<file path="src/rtl/feed_ab.sv">
// -----------------------------------------------------------------------------
// feed_ab
//   Read side of the per-PE ping-pong A buffer. Waits until the loader has
//   filled the current bank, pops one B operand at a time from the B FIFO
//   chain, and streams (A,B) operand pairs to the PE: for each B, all PE_NUM
//   local A elements in index order. Each popped B is forwarded to the next
//   PE's FIFO. When a whole tile of B elements is done, the bank is released
//   to the loader and the other bank becomes the read bank.
//
// Ports
//   clk, rst_n          clock, asynchronous active-low reset
//   bank_valid_in[1:0]  level: bank k filled by the loader
//   bank_free_out[1:0]  1-cycle pulse: bank k consumed, loader may refill it
//   ram_re_out          sram read enable
//   ram_raddr_out       sram read address {rd_bank, a_idx}
//   ram_rdata_in        sram read data, RD_DELAY cycles after ram_re_out
//   data_B_FIFO_in      B FIFO data, valid the cycle after RD_EN_B_FIFO_out
//   valid_B_FIFO_in     B FIFO non-empty
//   RD_EN_B_FIFO_out    B FIFO pop
//   data_B_FIFO_out     B forwarded to the next PE
//   WR_EN_B_FIFO_out    write strobe into the next PE's B FIFO
//   data_A_out          A operand to the PE
//   data_B_out          B operand to the PE
//   valid_AB_out        operand pair valid (data holds when low)
//   state_dbg           current FSM state encoding
//
// Handshake: the B FIFO pop is a valid/ready pair -- a pop happens in a cycle
//   where RD_EN_B_FIFO_out=1, which is only driven while valid_B_FIFO_in=1;
//   the popped word is presented on data_B_FIFO_in the following cycle.
//   The PE and the next-PE FIFO apply no backpressure.
// -----------------------------------------------------------------------------
module feed_ab #(
  parameter int D_WIDTH      = 64,
  parameter int PE_NUM_WIDTH = 1,
  parameter int PE_NUM       = 2,
  parameter int B_NUM_WIDTH  = 1,
  parameter int RD_DELAY     = 2,
  parameter int LAST_PE      = 0
) (
  input  logic                    clk,
  input  logic                    rst_n,
  input  logic [1:0]              bank_valid_in,
  output logic [1:0]              bank_free_out,
  output logic                    ram_re_out,
  output logic [PE_NUM_WIDTH:0]   ram_raddr_out,
  input  logic [D_WIDTH-1:0]      ram_rdata_in,
  input  logic [D_WIDTH-1:0]      data_B_FIFO_in,
  input  logic                    valid_B_FIFO_in,
  output logic                    RD_EN_B_FIFO_out,
  output logic [D_WIDTH-1:0]      data_B_FIFO_out,
  output logic                    WR_EN_B_FIFO_out,
  output logic [D_WIDTH-1:0]      data_A_out,
  output logic [D_WIDTH-1:0]      data_B_out,
  output logic                    valid_AB_out,
  output logic [2:0]              state_dbg
);

  typedef enum logic [2:0] {
    IDLE   = 3'd0,
    WAIT_B = 3'd1,
    LATCH  = 3'd2,
    STREAM = 3'd3,
    DRAIN  = 3'd4
  } state_t;

  localparam int DCW = (RD_DELAY > 1) ? $clog2(RD_DELAY) : 1;
  localparam logic [PE_NUM_WIDTH-1:0] A_LAST     = PE_NUM_WIDTH'(PE_NUM - 1);
  localparam logic [DCW-1:0]          DRAIN_LAST = DCW'(RD_DELAY - 1);
  localparam logic                    FWD_EN     = (LAST_PE == 0);

  state_t                  state;
  logic                    rd_bank;
  logic [PE_NUM_WIDTH-1:0] a_idx;
  logic [B_NUM_WIDTH-1:0]  b_cnt;
  logic [DCW-1:0]          drain_cnt;
  logic [D_WIDTH-1:0]      b_reg;

  // re and the B operand travel together so B lines up with sram data.
  logic [RD_DELAY-1:0]     re_pipe;
  logic [D_WIDTH-1:0]      b_pipe [RD_DELAY];

  assign state_dbg        = state;
  assign RD_EN_B_FIFO_out = (state == WAIT_B) && valid_B_FIFO_in;
  assign ram_re_out       = (state == STREAM);
  assign ram_raddr_out    = {rd_bank, a_idx};

  // Forward happens in the cycle the popped word is on the FIFO data bus.
  assign WR_EN_B_FIFO_out = FWD_EN && (state == LATCH);
  assign data_B_FIFO_out  = WR_EN_B_FIFO_out ? data_B_FIFO_in : '0;

  always_ff @(posedge clk or negedge rst_n) begin
    if (!rst_n) begin
      state         <= IDLE;
      rd_bank       <= 1'b0;
      a_idx         <= '0;
      b_cnt         <= '0;
      drain_cnt     <= '0;
      b_reg         <= '0;
      bank_free_out <= 2'b00;
    end else begin
      bank_free_out <= 2'b00;
      case (state)
        IDLE: begin
          // Only the current read bank matters; the other waits its turn.
          if (bank_valid_in[rd_bank]) state <= WAIT_B;
        end
        WAIT_B: begin
          if (valid_B_FIFO_in) state <= LATCH;
        end
        LATCH: begin
          b_reg <= data_B_FIFO_in;
          state <= STREAM;
        end
        STREAM: begin
          if (a_idx == A_LAST) begin
            a_idx <= '0;
            if (b_cnt == '1) begin
              drain_cnt <= '0;
              state     <= DRAIN;
            end else begin
              b_cnt <= b_cnt + 1'b1;
              state <= WAIT_B;
            end
          end else begin
            a_idx <= a_idx + 1'b1;
          end
        end
        DRAIN: begin
          // Hold the bank until the last read has returned from the sram.
          if (drain_cnt == DRAIN_LAST) begin
            bank_free_out <= rd_bank ? 2'b10 : 2'b01;
            rd_bank       <= ~rd_bank;
            b_cnt         <= '0;
            state         <= IDLE;
          end else begin
            drain_cnt <= drain_cnt + 1'b1;
          end
        end
        default: state <= IDLE;
      endcase
    end
  end

  always_ff @(posedge clk or negedge rst_n) begin
    if (!rst_n) begin
      re_pipe      <= '0;
      for (int i = 0; i < RD_DELAY; i++) b_pipe[i] <= '0;
      valid_AB_out <= 1'b0;
      data_A_out   <= '0;
      data_B_out   <= '0;
    end else begin
      re_pipe[0] <= ram_re_out;
      b_pipe[0]  <= b_reg;
      for (int i = 1; i < RD_DELAY; i++) begin
        re_pipe[i] <= re_pipe[i-1];
        b_pipe[i]  <= b_pipe[i-1];
      end
      valid_AB_out <= re_pipe[RD_DELAY-1];
      if (re_pipe[RD_DELAY-1]) begin
        data_A_out <= ram_rdata_in;
        data_B_out <= b_pipe[RD_DELAY-1];
      end
    end
  end

endmodule

</file>
<file path="config.mk">
export PLATFORM = sky130hd
export DESIGN_NAME = feed_ab
export DESIGN_NICKNAME = d
export VERILOG_FILES = /design/src/rtl/feed_ab.sv
export SDC_FILE = /design/constraint.sdc
export NUM_CORES = 1
export LEC_CHECK = 0
export ABC_AREA = 1
export BUFFER_PORTS_ARGS = -buffer_cell sky130_fd_sc_hd__buf_4
export CAP_MARGIN = 20
export CORE_UTILIZATION = 55
export CTS_CLUSTER_SIZE = 25
export DETAILED_ROUTE_END_ITERATION = 12
export PLACE_DENSITY = 0.9
export SKIP_LAST_GASP = 1
export SYNTH_ARGS = -nofsm -noshare
export SYNTH_HDL_FRONTEND = slang
export SYNTH_SLANG_ARGS = --single-unit
</file>
<file path="constraint.sdc">
create_clock -name clk -period 2.9 [get_ports clk]
set_input_delay 0.87 -clock clk [delete_from_list [all_inputs] [get_ports clk]]
set_output_delay 0.87 -clock clk [all_outputs]
set_load 0.01 [all_outputs]
</file>
=== Word level (Yosys, flattened, before mapping) ===
Cells that the tools add are included.

* Bits in registers: 332
* Input port bits: 133

* Add/sub/neg operators: 3
* Order comparisons: 1
* Eq/ne operators: 9
* Muxes and demuxes: 21
* Bitwise logic cells: 1
* Reductions and logical operators: 7

{| class="wikitable"
|+ Operators with widths
! operator !! number
|-
| $mux W64 || 1
|-
| $mux W3 || 5
|-
| $pmux W3 S5 || 1
|-
| $mux W1 || 9
|-
| $eq A3 B2 Y1 const B || 2
|-
| $mux W2 || 3
|-
| $ne A2 B2 Y1 const B || 3
|-
| $reduce_and A3 Y1 || 2
|-
| $ne A2 B1 Y1 const B || 2
|-
| $pmux W1 S2 || 2
|-
| $reduce_and A4 Y1 || 1
|-
| $add A1 B1 Y1 const B || 3
|-
| $eq A3 B1 Y1 const B || 1
|-
| $eq A3 B3 Y1 const B || 1
|-
| $logic_not A3 Y1 || 1
|-
| $lt A1 B2 Y1 const B || 1
|-
| $reduce_and A2 Y1 || 1
|-
| $reduce_bool A2 Y1 || 1
|-
| $logic_and A1 B1 Y1 || 1
|-
| $not A1 Y1 || 1
|}

=== Longest topological paths before layout ===
Gate-level depths: netlist of run 1.

* Word-level depth: 4
* Depth in mapped cells: 7
* Gate-level depth less buffers: 7

=== Least setup slack after synthesis of run 1 ===
No wires, ideal clock.

* Path type: register to output
* From: register state[2] (netlist: state_dbg[2])
* To: output data_B_FIFO_out[54]
* Arrival time: 1,144 ps
* Required time: 2,030 ps
* Slack: 886 ps
* Stages on the path, launching flop included: 6
* Path buffers: 2
* Path through: dfrtp_1 inv_2 nand3_2 buf_2 buf_4 nor2_1

* Cells in the longest elaborated chain, start to end: 2

{| class="wikitable"
|+ RTL lines
! element !! RTL line !! text
|-
| from (decl) || 71 || <nowiki>state_t state;</nowiki>
|-
| from (signal assigned) || 93 || <nowiki>state <= IDLE;</nowiki>
|-
| from (signal assigned) || 105 || <nowiki>if (bank_valid_in[rd_bank]) state <= WAIT_B;</nowiki>
|-
| from (signal assigned) || 108 || <nowiki>if (valid_B_FIFO_in) state <= LATCH;</nowiki>
|-
| $eq A3 B2 Y1 || 88 || <nowiki>assign WR_EN_B_FIFO_out = FWD_EN && (state == LATCH);</nowiki>
|-
| $mux W64 || 89 || <nowiki>assign data_B_FIFO_out = WR_EN_B_FIFO_out ? data_B_FIFO_in : '0;</nowiki>
|-
| to (decl) || 50 || <nowiki>output logic [D_WIDTH-1:0] data_B_FIFO_out,</nowiki>
|}

No other way between the ends.

=== Final worst setup path of run 1 ===
* From: register state[2] (netlist: state_dbg[2])
* To: output data_B_FIFO_out[38]

The elaborated chain is that of the path after synthesis.

==> metrics.md, run 1 <==
| Metric | Value |
|---|---|
| Vias in the first global route | 7418 |
| Post-CTS Hold Buffers | 0 |
| H-Tree Depth | 1 |
| Die footprint | 0.02102 sq mm |
| Critical Path Start Type | flip-flop |
| Largest net degree at the start of global routing | 75 |
| GRT Total Usage | 0.2376 |
| Setup ws final | 0.1496 ns |
| Synth Net Count | 933 |
| Routed Antenna Nets | 0 |
| Ant. Diodes | 0 |
| Fill cell total of the finished layout | 1150 |
| GPL Wtd Cong | 0.7847 |
| Mapped Cells | 800 |
| Final hold viol count | 0 |
| Clk_lat worst skew | 0.53 ns |
| Status | completed |
| Clk buf depth | 3 |
| Final wirelength | 24.24 mm |
| Most frequent cells in the layout | buf_4 (347), dfrtp_1 (331), mux2_2 (128) |
| Clock Skew | 0.008320 ns |
| CTS Sinks | 332 |
| Critical Path AT | 1.88 ns |
| Largest cells by area after synthesis | dfrtp_1 (74%), mux2_2 (13%), nand2_1 (2.6%) |
| Highest clock rate | 363.6 MHz |
| Flops & latches, synth | 332 |
| Fin util | 0.7636 |
| Clock slew at reported path FFs | 0.06 ns |
| Post-synth top area share | 0.7388 |
| Finish-stage setup viols | 0 |
| Leakage | 7.712 nW |
| # rows | 51 |
| Max-cap violation count | 0 |
| Yosys top cell by area | dfrtp_1 |
| Worst relative slew slack | 0.6073 |
| Global route overflow | 0 |
| First-pass GRT wire length | 39.26 mm |
| Power Total | 17.70 mW |
| Largest register FFs | 128 |
| Syn Area/Cell | 14.06 sq um |
| Area of the multi-input gates | 0.002416 sq mm |
| Register area | 0.008312 sq mm |
| Syn Std Cell Area | 0.01124 sq mm |
| Final setup TNS | 0 ns |
| CTS tree | done |
| Layout cells sized above 1 | 0.4522 |
| Via Count | 7133 |
| Post-synthesis sequential area ratio | 0.7388 |
| IO Pins | 336 |
| Worst min path class | input port to asynchronous set/reset pin |
| Distinct cells, synth | 18 |
| Initial drt markers | 309 |
| Max Slew Vio Count | 0 |
| Routed length per instance | 16.87 microns |
| Initial antenna violation count | 0 |
| Die Width | 145.0 microns |
| Minimum clock period after layout | 2.750 ns |
| Element type at the critical path end | primary output |
| Area of the core | 0.01978 sq mm |
| CP Data Required Time | 2.03 ns |
| Root buf cell | clkbuf_16 |
| Commonest non-fill, non-tap cell in the layout | buf_4 |
| Worst-Margin Slew | 0.5891 ns |
| DP Worst Slack | 0.5331 ns |
| CTS Buf Count | 31 |
| Initial Utilization | 0.5684 |
| Synth-to-Final Area Change | 34.34% |
| Die Y | 145.0 microns |
| # DRC | 0 |
| Port Buf Inserts | 335 |
| DR vias/cell | 4.964 |
| Max VDD drop | 0.7888 mV |
| Reg with most FFs | b_pipe |
| Critical path class | flip-flop to primary output |
| Synth warnings | 0 |
| Critical path peak fanout | 56 |
| Hold WS | 0.3063 ns |
| P per Cell Area | 1172 mW/mm^2 |
| Period utilization | 0.9484 |
| Unrepaired setup endpoints after global routing | false |
| DP HPWL | 16.32 mm |
| Fin nets | 1283 |
| 1st-pass router iterations | 5 |
critical path, stage by stage (launching register included):
cell and delay, ns:
dfrtp_1 0.45, inv_2 0.14, nand3_4 0.13, buf_16 0.22, nor2_1 0.20, buf_4 0.17
metrics by stage:
step	area, sq um	cells
finish	15110	1437
global route	15110	1437
detailed placement	14050	1379
CTS	15110	1437
floorplan	11240	800
global placement	14050	1379
worst paths after layout:
| check | startpoint | to | slack [ns] | cells after the start |
|---|---|---|---|---|
| max | state_dbg[2]$_DFFE_PN0P_ | data_B_FIFO_out[38] | 0.15 | 5 |
| min | rst_n | data_A_out[1]$_DFFE_PN0P_ | 0.31 | 1 |
| max reg2reg | state_dbg[2]$_DFFE_PN0P_ | b_reg[21]$_DFFE_PN0N_ | 1.14 | 5 |
| min reg2reg | b_pipe[69]$_DFF_PN0_ | b_pipe[5]$_DFF_PN0_ | 0.34 | 0 |
| max in group asynchronous | rst_n | b_reg[9]$_DFFE_PN0N_ | 1.85 | 2 |
| min in group clk | b_pipe[69]$_DFF_PN0_ | b_pipe[5]$_DFF_PN0_ | 0.34 | 0 |
cell families (layout without fill, tap and decap cells):
| family | after synthesis | in the layout | synth area share |
|---|---|---|---|
| muxes | 128 | 128 | 0.1282 |
| and+or+nand+nor | 156 | 156 | 0.05341 |
| AOI/OAI and AO/OA | 71 | 71 | 0.03182 |
| DFF | 332 | 332 | 0.7388 |
| buffers and inverters | 112 | 484 | 0.04696 |
| xor gates and xnor gates | 1 | 1 | 0.0007790 |
power breakdown:
group / internal, mW / total [mW] / switching, mW
combinational: 3.08 / 5.78 / 2.70
sequential: 6.92 / 8.00 / 1.08
clock: 2.34 / 3.92 / 1.58
synthesized netlist by cell type:
cell / count
mux2_2: 128
dfrtp_1: 332
o21ai_1: 35
nand2_1: 78
o31ai_1: 1
nor2_1: 71
inv_2: 1
xor2_1: 1
buf_2: 8
inv_1: 74
clkbuf_1: 3
nand3_1: 4
nor3_1: 1
buf_4: 26
o21ai_0: 34
nor2_2: 1
nand3_2: 1
a21oi_1: 1
layer usage:
metal | vias up | wire (microns) | track usage
met2 | 277 | 12840 | 0.4264
met1 | 3537 | 9135 | 0.2856
li1 | 3266 | - | -
met3 | 53 | 1541 | 0.04528
met5 | - | 0 | 0
met4 | 0 | 723 | 0.08404
timing repair:
action                                  4_1_cts  5_1_grt
buffers inserted                              2        0
gates resized for setup                       1        0
endpoints found under the setup margin       17        0
final cells by class:
| type | count | area share |
|---|---|---|
| Multi-Input combinational cell | 356 | 0.1599 |
| Timing Repair Buffer | 354 | 0.1827 |
| Clock buffer | 50 | 0.06138 |
| Inverter | 75 | 0.01864 |
| Sequential cell | 332 | 0.5502 |
| Clock inverter | 5 | 0.005135 |
| Tap cell | 265 | 0.02195 |
No activity file was read; power rests on OpenSTA's default activity.
==> run 2, diff against run 1 <==
Settings changed: CELL_PAD_IN_SITES_DETAIL_PLACEMENT set to 0, CELL_PAD_IN_SITES_GLOBAL_PLACEMENT set to 1, CORE_UTILIZATION 55 to 46, CTS_BUF_LIST set to sky130_fd_sc_hd__clkbuf_8, PLACE_DENSITY 0.9 to 0.94.
==> run 2 against run 1 <==
  * Clock power shrank 7.1%
  * Final area grew 0.28%
  * Global-route usage fell by 5.4 points
  * Critical path depth unchanged
  * Flip-flop and latch count did not move
  * Hold slack better by 0.0037 ns
  * Largest cell class unchanged
  * Largest power group unchanged
==> metrics.md, run 2 (same netlist as run 1, synthesis figures left out) <==
| Metric | Value |
|---|---|
| P per Cell Area | 1141 mW/mm^2 |
| IO Pins | 336 |
| Clock Skew | 0.01179 ns |
| Die footprint | 0.02507 sq mm |
| Element type at the critical path end | primary output |
| CTS Buf Count | 50 |
| Fin nets | 1305 |
| Initial Utilization | 0.4734 |
| Delay-heaviest family, CP | buffers and inverters |
| CTS Sinks | 332 |
| Highest clock rate | 359.8 MHz |
| Crit path to | data_B_FIFO_out[5] |
| Minimum clock period after layout | 2.779 ns |
| Most frequent cells in the layout | buf_4 (350), dfrtp_1 (331), mux2_2 (128) |
| Critical Path Source | state_dbg[2]$_DFFE_PN0P_ |
| DP HPWL | 15.98 mm |
| Leakage | 7.772 nW |
| Period utilization | 0.9583 |
| Critical Path Stages | 5 |
| Root buf cell | clkbuf_8 |
| Slowest stage delay, CP | 0.45 ns |
| CP Data Required Time | 2.03 ns |
| Switching pwr | 5.306 mW |
| Power share of the clock group | 0.211 |
| 1st-pass router iterations | 5 |
| Final hold viol count | 0 |
| Commonest non-fill, non-tap cell in the layout | buf_4 |
| Clk buf depth | 3 |
| Die Width | 158.3 microns |
| Routed Antenna Nets | 0 |
| Largest net degree at the start of global routing | 79 |
| Status | completed |
| H-Tree Depth | 2 |
| Die Y | 158.3 microns |
| Final setup TNS | 0 ns |
| Critical path class | flip-flop to primary output |
| Synth-to-Final Area Change | 34.72% |
| Max Slew Vio Count | 0 |
| Combinational Power Share | 0.331 |
| # DRC | 0 |
| WL met2 | 11.81 mm |
| Worst-path cell chain | inv_2 -> nand3_4 -> buf_12 -> nor2_1 -> buf_4 |
| DR vias/cell | 4.595 |
| Worst min path class | input port to asynchronous set/reset pin |
| Met3 wire len | 1.560 mm |
| Reg2reg start | state_dbg[2]$_DFFE_PN0P_ |
| Max-cap violation count | 0 |
| Critical Path Start Type | flip-flop |
| First-pass GRT wire length | 35.56 mm |
| End of the worst register-to-register path | state_dbg[1]$_DFFE_PN0P_ |
| R2R setup slack | 1.12 ns |
| Critical Path AT | 1.91 ns |
| Reg with most FFs | b_pipe |
| Layout cells sized above 1 | 0.4660 |
| Worst Reg-to-Reg Cells | 7 |
| Worst relative slew slack | 0.5878 |
| GRT Total Usage | 0.1836 |
| Vias in the first global route | 7046 |
| Max VDD drop | 0.6075 mV |
| Top layer in use | met4 |
| GPL Wtd Cong | 0.7887 |
| CTS tree | done |
| Buf/Inv on CP | 3 |
| Clk_lat worst skew | 0.54 ns |
| Initial drt markers | 293 |
| Critical path peak fanout | 37 |
| Sw Ratio | 0.3071 |
| Clock slew at reported path FFs | 0.06 ns |
| Final wirelength | 23.18 mm |
| Fin cells | 1525 |
| # rows | 56 |
| Slowest-stage cell, CP | dfrtp_1 |
| Port Buf Inserts | 335 |
| Unrepaired setup endpoints after global routing | false |
| Global route overflow | 0 |
| Internal cell power | 11.97 mW |
| Area of the core | 0.02375 sq mm |
| Initial antenna violation count | 0 |
| Fin util | 0.6377 |
| Largest register FFs | 128 |
| Ant. Diodes | 0 |
| Cells after DPL | 1436 |
| Worst-Margin Slew | 0.6183 ns |
| Finish-stage setup viols | 0 |
| Sequential fraction of design power | 0.459 |
| Via Count | 7008 |
| Post-CTS Hold Buffers | 0 |
| Routed length per instance | 15.20 microns |
| Met1 WL | 9.282 mm |
[run 2: worst min path at each step]
| stage | from | to | slack (ns) |
|---|---|---|---|
| 3_5_place_dp | b_pipe[108]$_DFF_PN0_ | b_pipe[44]$_DFF_PN0_ | 0.33 |
| 2_1_floorplan | b_pipe[64]$_DFF_PN0_ | b_pipe[0]$_DFF_PN0_ | 0.33 |
| 4_1_cts | rst_n | data_B_out[51]$_DFFE_PN0P_ | 0.31 |
| 6_report | rst_n | data_A_out[1]$_DFFE_PN0P_ | 0.31 |
| 5_1_grt | rst_n | data_A_out[1]$_DFFE_PN0P_ | 0.32 |
| 3_3_place_gp | b_pipe[83]$_DFF_PN0_ | b_pipe[19]$_DFF_PN0_ | 0.33 |
[run 2: what timing repair did]
action / 4_1_cts / 5_1_grt
setup endpoints to repair: 22 / 5
buffers inserted: 2 / 0
pin swaps: 1 / 0
cloned: 1 / 0
resized for setup: 0 / 1
[run 2: through the flow]
stage          setup WS [ns]  instance area [sq um]  hold slack (ns)  total power, mW
5_1_grt             0.002765                  15150           0.3244            18.41
4_1_cts              0.04162                  15150           0.3098            17.54
2_1_floorplan         0.8860                  11240           0.3312            10.94
3_5_place_dp          0.5745                  14140           0.3347            13.75
6_report              0.1208                  15150           0.3100            17.28
3_3_place_gp          0.6265                  14140           0.3310            13.47
[run 2: final cells by class]
class / instances / area, sq um
timing repair buffer: 356 / 2743
tap: 319 / 399.1
clock inverter: 21 / 92.59
clock buffer: 65 / 894.6
inverter: 75 / 281.5
multi-input combinational: 357 / 2426
fill: 1821 / 8605
sequential: 332 / 8312
[run 2: power by group through the flow]
stage | Combinational, mW | Clock, mW | Sequential [mW]
final | 5.71 | 3.64 | 7.92
after CTS | 5.82 | 3.76 | 7.96
after global placement | 5.60 | 0 | 7.87
after floorplan | 2.78 | 0 | 8.17
after global routing | 6.23 | 3.97 | 8.21
after detailed placement | 5.73 | 0 | 8.02
[run 2: routing by layer]
layer / vias up / track usage
met2: 243 / 0.3185
met4: 0 / 0.06777
li1: 3322 / -
met1: 3394 / 0.2212
met3: 49 / 0.04573
met5: - / 0
[run 2: worst reg2reg max path, cell delays in order (launching register included)]
cell and delay [ns]:
dfrtp_1 0.46, inv_2 0.15, nand3_4 0.20, buf_12 0.22
buf_4 0.40, nand2_1 0.09, nand3_1 0.10, nand2_1 0.05
==> run 3, diff against run 2 <==
Settings changed: RECOVER_POWER set to 25.
==> run 3 against run 2 <==
  * The run now ends with capacitance limit, slew limit left
  * Clock skew shrank 0.0017 ns
  * Hold slack gained 0.031 ns
  * Maximum frequency grew 0.12%
  * Combinational power is essentially flat
  * Sequential share of layout area grew 0.050 points
  * Cell count is the same
==> metrics.md, run 3 (same netlist as run 1, synthesis figures left out) <==
| Metric | Value |
|---|---|
| Status | complete, but fails checks |
| Failing checks | capacitance limit, slew limit |
| Synth-to-Final Area Change | 34.59% |
| Hold_sp | b_pipe[66]$_DFF_PN0_ |
| Element type at the critical path end | primary output |
| Root buf cell | clkbuf_8 |
| Fin nets | 1305 |
| Area of the multi-input gates | 0.002426 sq mm |
| Cell area after placement | 0.01414 sq mm |
| Cell depth of the worst min-delay path | 0 |
| Hold path endpoint | b_pipe[2]$_DFF_PN0_ |
| First-pass GRT wire length | 35.56 mm |
| Clock Skew | 0.01005 ns |
| H-Tree Depth | 2 |
| Final wirelength | 23.19 mm |
| 1st-pass router iterations | 5 |
| Die Width | 158.3 microns |
| End of the worst register-to-register path | state_dbg[1]$_DFFE_PN0P_ |
| Critical path peak fanout | 37 |
| Reg with most FFs | b_pipe |
| Reg2reg start | state_dbg[2]$_DFFE_PN0P_ |
| Ant. Diodes | 0 |
| Unrepaired setup endpoints after global routing | false |
| Initial Utilization | 0.4734 |
| Layout cells sized above 1 | 0.4652 |
| Fill cell total of the finished layout | 1824 |
| R2R setup slack | 1.12 ns |
| CTS Buf Count | 50 |
| Max VDD drop | 0.6087 mV |
| Die Y | 158.3 microns |
| Routed length per instance | 15.21 microns |
| CP Data Required Time | 2.03 ns |
| Hold WS | 0.3407 ns |
| Critical Path Start Type | flip-flop |
| GRT Total Usage | 0.1836 |
| Worst Reg-to-Reg Cells | 7 |
| Highest clock rate | 360.3 MHz |
| GPL Wtd Cong | 0.7887 |
| Die footprint | 0.02507 sq mm |
| Clock slew at reported path FFs | 0.07 ns |
| # rows | 56 |
| Routed Antenna Nets | 0 |
| Critical path class | flip-flop to primary output |
| Finish-stage setup viols | 0 |
| Initial drt markers | 279 |
| CTS Sinks | 332 |
| Worst min path class | flip-flop to flip-flop |
| Via Count | 6999 |
| Final hold viol count | 0 |
| Max-cap violation count | 1 |
| DP HPWL | 15.98 mm |
| Final setup TNS | 0 ns |
| Area of the core | 0.02375 sq mm |
| Clk buf depth | 3 |
| Final instance area | 0.01513 sq mm |
| Global route overflow | 0 |
| Port Buf Inserts | 335 |
| P per Cell Area | 1142 mW/mm^2 |
| Largest net degree at the start of global routing | 79 |
| Most frequent cells in the layout | buf_4 (349), dfrtp_1 (331), mux2_2 (128) |
| Max Slew Vio Count | 77 |
| Worst-Margin Slew | 1.992 ns |
| Largest register FFs | 128 |
| IO Pins | 336 |
| Critical Path AT | 1.91 ns |
| Minimum clock period after layout | 2.776 ns |
| Fin util | 0.6372 |
| Commonest non-fill, non-tap cell in the layout | buf_4 |
| DR vias/cell | 4.590 |
| Register area | 0.008312 sq mm |
| # DRC | 0 |
| Vias in the first global route | 7046 |
| Clk_lat worst skew | 0.54 ns |
| Initial antenna violation count | 0 |
| Period utilization | 0.9571 |
| CTS tree | done |
| Leakage | 7.765 nW |
| Worst relative slew slack | -0.3281 |
==> run 3: changes by cell type in the layout (fill, tap and decap cells not counted) <==
cell	before	now
buf_4	350	349
buf_8	1	0
clkbuf_1	0	1
clkbuf_2	0	1
==> run 3: per-layer routing <==
layer | global-route usage | wire, microns | up-vias
met2 | 0.3185 | 11840 | 229
li1 | - | - | 3324
met1 | 0.2212 | 9320 | 3399
met3 | 0.04573 | 1506 | 47
met4 | 0.06777 | 525 | 0
met5 | 0 | 0 | -
==> run 3: per-stage QoR <==
step	std cells	total power, mW	setup WS (ns)
2_1_floorplan	800	10.94	0.8860
3_3_place_gp	1436	13.47	0.6265
3_5_place_dp	1436	13.75	0.5745
6_report	1525	17.28	0.1243
5_1_grt	1525	18.41	0.002765
4_1_cts	1525	17.54	0.04162
==> run 3: worst max-delay path by stage <==
| stage | cells after the start | end | start |
|---|---|---|---|
| finish | 5 | data_B_FIFO_out[5] | state_dbg[2]$_DFFE_PN0P_ |
| detailed placement | 5 | data_B_FIFO_out[63] | state_dbg[2]$_DFFE_PN0P_ |
| global placement | 5 | data_B_FIFO_out[59] | state_dbg[2]$_DFFE_PN0P_ |
| global route | 5 | data_B_FIFO_out[58] | state_dbg[2]$_DFFE_PN0P_ |
| floorplan | 5 | data_B_FIFO_out[54] | state_dbg[2]$_DFFE_PN0P_ |
| CTS | 5 | data_B_FIFO_out[63] | state_dbg[0]$_DFFE_PN0P_ |
==> run 3: area by class of cell <==
type / count / area share
clock inverters: 21 / 0.006118
multi-input cells: 357 / 0.1603
clock buffers: 65 / 0.05911
repair buffers: 356 / 0.1803
well taps: 319 / 0.02637
inverters: 75 / 0.01860
flip-flops and latches: 332 / 0.5492
==> run 3: repair_timing <==
action,CTS,global route
hold buffers,0,0
gates cloned,1,0
pin swaps,1,0
resized for setup,0,1
setup buffers,2,0
endpoints found under the hold margin,0,0
endpoints found under the setup margin,22,5
==> run 3: worst max-delay path, stage by stage, from the launching register on <==
cell and delay, ns:
dfrtp_1 0.45, inv_2 0.20, nand3_4 0.20, buf_12 0.23
nor2_1 0.12, buf_4 0.14
==> run 3: power by group <==
| group | switching, mW | leakage, nW | internal (mW) |
|---|---|---|---|
| Sequential | 1.01 | 4.05 | 6.92 |
| Combinational | 2.65 | 3.15 | 3.06 |
| Clock | 1.65 | 0.562 | 2.00 |
| Total | 5.31 | 7.77 | 12.0 |
